$ cat config.mk
export PLATFORM = sky130hd
export DESIGN_NAME = blk_pixel_walker
export DESIGN_NICKNAME = d
export VERILOG_FILES = /design/src/rtl/blk_pixel_walker.sv
export SDC_FILE = /design/constraint.sdc
export NUM_CORES = 1
export LEC_CHECK = 0
export BUFFER_PORTS_ARGS = -buffer_cell sky130_fd_sc_hd__buf_4
export CAP_MARGIN = 30
export CORE_MARGIN = 5
export CORE_UTILIZATION = 25
export CTS_BUF_LIST = sky130_fd_sc_hd__clkbuf_8
export DETAILED_ROUTE_END_ITERATION = 10
export PLACE_DENSITY = 0.51
export SLEW_MARGIN = 30
export SYNTH_ARGS = -nofsm -noshare
export SYNTH_HDL_FRONTEND = slang
export SYNTH_SLANG_ARGS = --single-unit
$ cat constraint.sdc
create_clock -name clk -period 4.1 [get_ports clk]
set_clock_uncertainty 0.1 [all_clocks]
set_input_delay 1.025 -clock clk [delete_from_list [all_inputs] [get_ports clk]]
set_output_delay 1.025 -clock clk [all_outputs]
set_load 0.01 [all_outputs]
$ cat src/rtl/blk_pixel_walker.sv
// blk_pixel_walker: expands one tetris block coordinate into the stream of
// every screen pixel it covers, scanning x fastest, one pixel per handshake.
module blk_pixel_walker #(
  parameter int BLK_SIZE = 24,
  parameter int X_BLKS   = 24,
  parameter int Y_BLKS   = 20
) (
  input  logic       clk,
  input  logic       rst_n,
  input  logic       start_valid,
  output logic       start_ready,
  input  logic [4:0] blk_x,
  input  logic [4:0] blk_y,
  output logic       px_valid,
  input  logic       px_ready,
  output logic [9:0] px_x,
  output logic [9:0] px_y,
  output logic [4:0] px_off_x,
  output logic [4:0] px_off_y,
  output logic       px_last,
  output logic       err
);

  typedef enum logic [1:0] {
    IDLE,
    BASE,
    EMIT
  } state_t;

  localparam logic [4:0] OffMax    = 5'(BLK_SIZE - 1);
  localparam logic [9:0] BlkSize10 = 10'(BLK_SIZE);
  localparam logic [5:0] XBlks6    = 6'(X_BLKS);
  localparam logic [5:0] YBlks6    = 6'(Y_BLKS);

  state_t     state_q;
  logic [4:0] blkX_q, blkY_q;
  logic [9:0] baseX_q, baseY_q;
  logic [9:0] pxX_q, pxY_q;
  logic [4:0] offX_q, offY_q;
  logic       pxValid_q, pxLast_q, err_q;

  logic [9:0] baseXCalc, baseYCalc;
  logic [4:0] offX_d, offY_d;
  logic       lastNext;
  logic       outOfRange;

  assign start_ready = (state_q == IDLE);
  assign px_valid    = pxValid_q;
  assign px_x        = pxX_q;
  assign px_y        = pxY_q;
  assign px_off_x    = offX_q;
  assign px_off_y    = offY_q;
  assign px_last     = pxLast_q;
  assign err         = err_q;

  assign outOfRange = ({1'b0, blk_x} >= XBlks6) || ({1'b0, blk_y} >= YBlks6);

  // Block origin in pixels: shift-add for the 24-pixel grid, plain constant multiply otherwise
  always_comb begin
    if (BLK_SIZE == 24) begin
      baseXCalc = ({5'b0, blkX_q} << 4) + ({5'b0, blkX_q} << 3);
      baseYCalc = ({5'b0, blkY_q} << 4) + ({5'b0, blkY_q} << 3);
    end else begin
      baseXCalc = {5'b0, blkX_q} * BlkSize10;
      baseYCalc = {5'b0, blkY_q} * BlkSize10;
    end
  end

  // Next offset in raster order: x wraps at the block edge and carries into y
  always_comb begin
    offX_d = offX_q;
    offY_d = offY_q;
    if (offX_q == OffMax) begin
      offX_d = '0;
      offY_d = offY_q + 5'd1;
    end else begin
      offX_d = offX_q + 5'd1;
    end
    lastNext = (offX_d == OffMax) && (offY_d == OffMax);
  end

  // Walker FSM with all pixel outputs registered; a stalled pixel simply holds
  always_ff @(posedge clk or negedge rst_n) begin
    if (!rst_n) begin
      state_q   <= IDLE;
      blkX_q    <= '0;
      blkY_q    <= '0;
      baseX_q   <= '0;
      baseY_q   <= '0;
      pxX_q     <= '0;
      pxY_q     <= '0;
      offX_q    <= '0;
      offY_q    <= '0;
      pxValid_q <= 1'b0;
      pxLast_q  <= 1'b0;
      err_q     <= 1'b0;
    end else begin
      err_q <= 1'b0;
      case (state_q)
        IDLE: begin
          if (start_valid) begin
            blkX_q <= blk_x;
            blkY_q <= blk_y;
            if (outOfRange) begin
              err_q <= 1'b1;
            end else begin
              state_q <= BASE;
            end
          end
        end
        BASE: begin
          baseX_q   <= baseXCalc;
          baseY_q   <= baseYCalc;
          offX_q    <= '0;
          offY_q    <= '0;
          pxX_q     <= baseXCalc;
          pxY_q     <= baseYCalc;
          pxValid_q <= 1'b1;
          pxLast_q  <= (OffMax == 5'd0);
          state_q   <= EMIT;
        end
        EMIT: begin
          if (px_ready) begin
            if (pxLast_q) begin
              pxValid_q <= 1'b0;
              pxLast_q  <= 1'b0;
              state_q   <= IDLE;
            end else begin
              offX_q   <= offX_d;
              offY_q   <= offY_d;
              pxX_q    <= baseX_q + {5'b0, offX_d};
              pxY_q    <= baseY_q + {5'b0, offY_d};
              pxLast_q <= lastNext;
            end
          end
        end
        default: state_q <= IDLE;
      endcase
    end
  end

endmodule

Word level (Yosys, flattened, before mapping):

Cells that the tools add are included.

* flip-flop bits (word level): 65
* input bits: 14
* output and inout port bits: 34
* logic and storage cells: 67

* add/sub/neg operators: 6
* order comparisons: 2
* equality and inequality tests: 10
* muxes and demuxes: 28
* reduce and logical (&&, ||, !) cells: 9

Operators by type and width (count)
* 2-to-1 mux 10 bit: 4
* case mux 10 bit (2 select lines): 2
* 2-to-1 mux 5 bit: 6
* adder 10 x 5 -> 10 bit: 2
* adder 9 x 8 -> 10 bit: 2
* case mux 5 bit (2 select lines): 2
* equality test 5 bit (second input constant): 3
* adder 5 x 1 -> 5 bit (second input constant): 2
* >= comparator 5 bit (second input constant): 2
* inequality test 2 bit (second input constant): 5
* 2-to-1 mux 2 bit: 4
* 2-to-1 mux 1 bit: 7
* case mux 2 bit (3 select lines): 1
* AND reduction 3 bit: 2
* case mux 1 bit (2 select lines): 2
* AND reduction 2 bit: 2
* AND reduction 4 bit: 1
* equality test 2 x 1 -> 1 bit (second input constant): 1
* equality test 2 bit (second input constant): 1
* logical NOT 2 bit: 1
* nonzero test 2 bit: 1
* logical AND 1 bit: 1
* logical OR 1 bit: 1

Logic depth before layout (Yosys ltp):

* depth in word-level cells: 7
* mapped depth: 13
* mapped depth without buffers: 11

Least setup slack after synthesis:

No wires, ideal clock.

* path kind: reg-to-reg
* start: reg, netlist name px_x[1]
* end: reg pxY_q[9] (netlist: px_y[9])
* setup time: 126 ps
* data arrival time: 2764 ps
* data required time: 3874 ps
* setup slack: 1110 ps
* stages on the path, launching flop included: 14
* path buffers: 2
* period minus slack after synthesis: 2990 ps
* cell sequence: dfrtp_1 > ha_1 > buf_4 > and4b_2 > clkbuf_1 > nand4_1 > xnor2_1 > ha_1 > inv_1 > fa_1 > nor2_1 > nand3_1 > xnor2_1 > a221o_1

RTL lines
* end signal, assigned: RTL line 117 `pxY_q <= baseYCalc;`
* end signal, assigned: RTL line 132 `pxY_q <= baseY_q + {5'b0, offY_d};`
* end, declared: RTL line 38 `logic [9:0] pxX_q, pxY_q;`

==> run metrics <==
flops & latches, synth 53; CTS buffer count 5; IO Count 48; syn nets between 300 and 400; die area between 10000 and 15000 um^2; final hold violations 0; run status completed; Starting Density 0.256; global-route wire length before repair 11700 um; Post-DP Area about 3500 um^2; total grt overflow 0; Clock Latency Late Sink slightly above 0.3 ns; Wirelength per Cell 14.4 um; largest net degree at the start of global routing 54; post-synth cell types 48; Post-CTS Setup Bufs 0; MaxCap Viol Count 0; Seq/Total Area, Yosys 0.431; clk root buf clkbuf_8; pwr/cell area between 300 and 400 nW/um^2; post-DP HPWL between 5000 and 6000 um; Worst setup SP type register; final wirelength just over 7000 um; Max Freq 311 MHz; Crit Path Max Fanout 8; CTS Sinks 53; Die Y around 120 um; post_cts resized 0; Crit path max-delay family adder cells; Die Wd roughly 120 um; First-pass DRT Iterations 4; Std-Cell Core Area 12000 um^2; syn avg cell area 9.76 um^2; crit path time final between 3 and 4 ns; Setup Total Neg Slack 0 ns; leakage power ~1.8 nW; area of the multi-input gates 1570 um^2; number of global-route vias before repair between 2k and 2.5k; site row count 40; Max VDD drop 0.132 mV; Port Buf Inserts 47; initial antenna violation count 0; commonest cells in the netlist 53 x dfrtp_1, 50 x nand2_1, 24 x o21ai_0; Clock Path Buffers 2; Synth top area share 0.431; # setup viols final 0; H-tree lvl count 2; post-route ant nets 0; Crit. End Element register; RSZ-0062 raised after global routing no; vias ~2.3k; CTS tree done; Worst Path Buf+Inv 1; ys async rst share 1.00; Worst Path Required 4.20 ns; flip-flop and latch area between 1000 and 1500 um^2; setup slack, reg-to-reg roughly 0.88 ns; hold buffers post-CTS 0; mapped cell area between 3000 and 4000 um^2; Yosys top cell by area dfrtp_1; crit path cell chain ha_1 -> and4b_2 -> nand4_1 -> xnor2_1 -> ha_1 -> inv_1 -> fa_1 -> nor2_1 -> nand3_1 -> xnor2_1 -> a221o_1; Slowest-stage cell, CP dfrtp_1; final max-slew violation count 0; worst-margin pin slew 0.717 ns; drt first-iter violations 149; Global Route Usage Sum 0.0997; Crit Path Class register to register; Post-synth EDFFs 0; top_reg_cell synth dfrtp_1; Nets around 390; diodes inserted 0; Synth Instances between 300 and 400; Hold WC Path Type register to register; fillers between 1k and 1.5k; drt drc 0; clock-pin slew on the worst setup and hold paths 0.10 ns; synth warn 0; GP Congestion just under 0.8; vias per inst between 4 and 5; CP arrival about 3.3 ns; cell area after layout 3600 um^2; relative slew slack 0.522; CP max stage delay about 0.45 ns; count leader, synth dfrtp_1; share of cells above drive strength 1 0.219; Tcrit/Tclk final 0.785; top post-synthesis cells by area dfrtp_1 43%, ha_1 7.7%, nand2_1 6.1%; Area growth, synth to finish 17.0%
==> worst register-to-register path, delay by kind of cell, from the launching register on <==
| kind | cells | cell delay (ns) |
|---|---|---|
| adders and majority gates | 3 | 1.03 |
| and+or+nand+nor | 4 | 0.81 |
| DFF | 1 | 0.45 |
| xor gates and xnor gates | 2 | 0.37 |
| AOI/OAI and AO/OA | 1 | 0.29 |
| buffers and inverters | 1 | 0.06 |
==> cell usage in the layout, fill, tap and decap left out, drive strengths merged, types with 5 or more instances in the layout <==
master / netlist / final
a21oi: 14 / 14
xor2: 8 / 8
nand2: 50 / 50
ha: 19 / 19
o21ai: 24 / 24
a21o: 6 / 6
a31oi: 5 / 5
clkbuf: 5 / 7
mux2: 10 / 10
buf: 17 / 50
dfrtp: 53 / 53
nor2: 21 / 21
nand3: 11 / 11
xnor2: 9 / 9
inv: 10 / 10
==> final timing paths <==
path                         start         to  depth (start not counted)
setup / recovery           px_x[1]    px_y[9]                         11
hold reg to reg            px_y[4]    px_y[4]                          2
setup reg to reg           px_x[1]    px_y[9]                         11
hold / removal             px_y[4]    px_y[4]                          2
max in group asynchronous    rst_n    px_x[3]                          1
min in group asynchronous    rst_n  blkY_q[0]                          1
==> per-layer routing <==
layer  wire, um  GRT usage  vias to the layer above  part of all wire
met1       3670      0.140                     1107              0.51
li1           -          -                     1156                 -
met4         71     0.0255                        0            0.0099
met3        393     0.0252                        6             0.055
met5          0          0                        -                 0
met2       3040      0.153                       56              0.42
==> cell type report <==
| class | count | area share |
|---|---|---|
| Clock buffer | 7 | 0.0268 |
| Clock inverter | 1 | 0.00139 |
| Inverter | 10 | 0.0104 |
| Multi-Input combinational cell | 230 | 0.437 |
| Sequential cell | 53 | 0.369 |
| Tap cell | 147 | 0.0511 |
| Timing Repair Buffer | 50 | 0.104 |
==> power by group <==
group	leakage, nW	switching, W	internal (W)
registers	0.702	0.0000414	0.000546
clock network	0.0542	0.000175	0.000153
logic	1.03	0.0000962	0.0000871
total	1.79	0.000313	0.000786
==> state kept, by name, summed over array words and instances, names as in the netlist, 2 cells and up <==
name	count
baseY_q	7
state_q	2
px_x	10
baseX_q	7
px_off_y	2
blkX_q	5
blkY_q	5
px_off_x	2
px_y	10
==> through the flow <==
| step | hold WS (ns) | setup WS (ns) | total power [W] | std cells | utilization |
|---|---|---|---|---|---|
| floorplan | 0.352 | 1.11 | 0.000700 | 315 | - |
| global placement | 0.369 | 1.04 | 0.000782 | 490 | 0.291 |
| detailed placement | 0.376 | 0.930 | 0.000786 | 490 | 0.291 |
| CTS | 0.400 | 0.888 | 0.00112 | 498 | 0.299 |
| global route | 0.434 | 0.724 | 0.00116 | 498 | 0.299 |
| finish | 0.390 | 0.882 | 0.00110 | 498 | 0.299 |
==> kinds of logic after synthesis <==
| group | after synthesis | share of synthesized area |
|---|---|---|
| buffers and inverters | 32 | 0.0574 |
| DFF | 53 | 0.431 |
| and+or+nand+nor | 107 | 0.177 |
| xor gates and xnor gates | 17 | 0.0484 |
| adders and majority gates | 22 | 0.0969 |
| muxes | 11 | 0.0399 |
| AOI/OAI and AO/OA | 73 | 0.149 |
(Power assumes the default switching activity.)
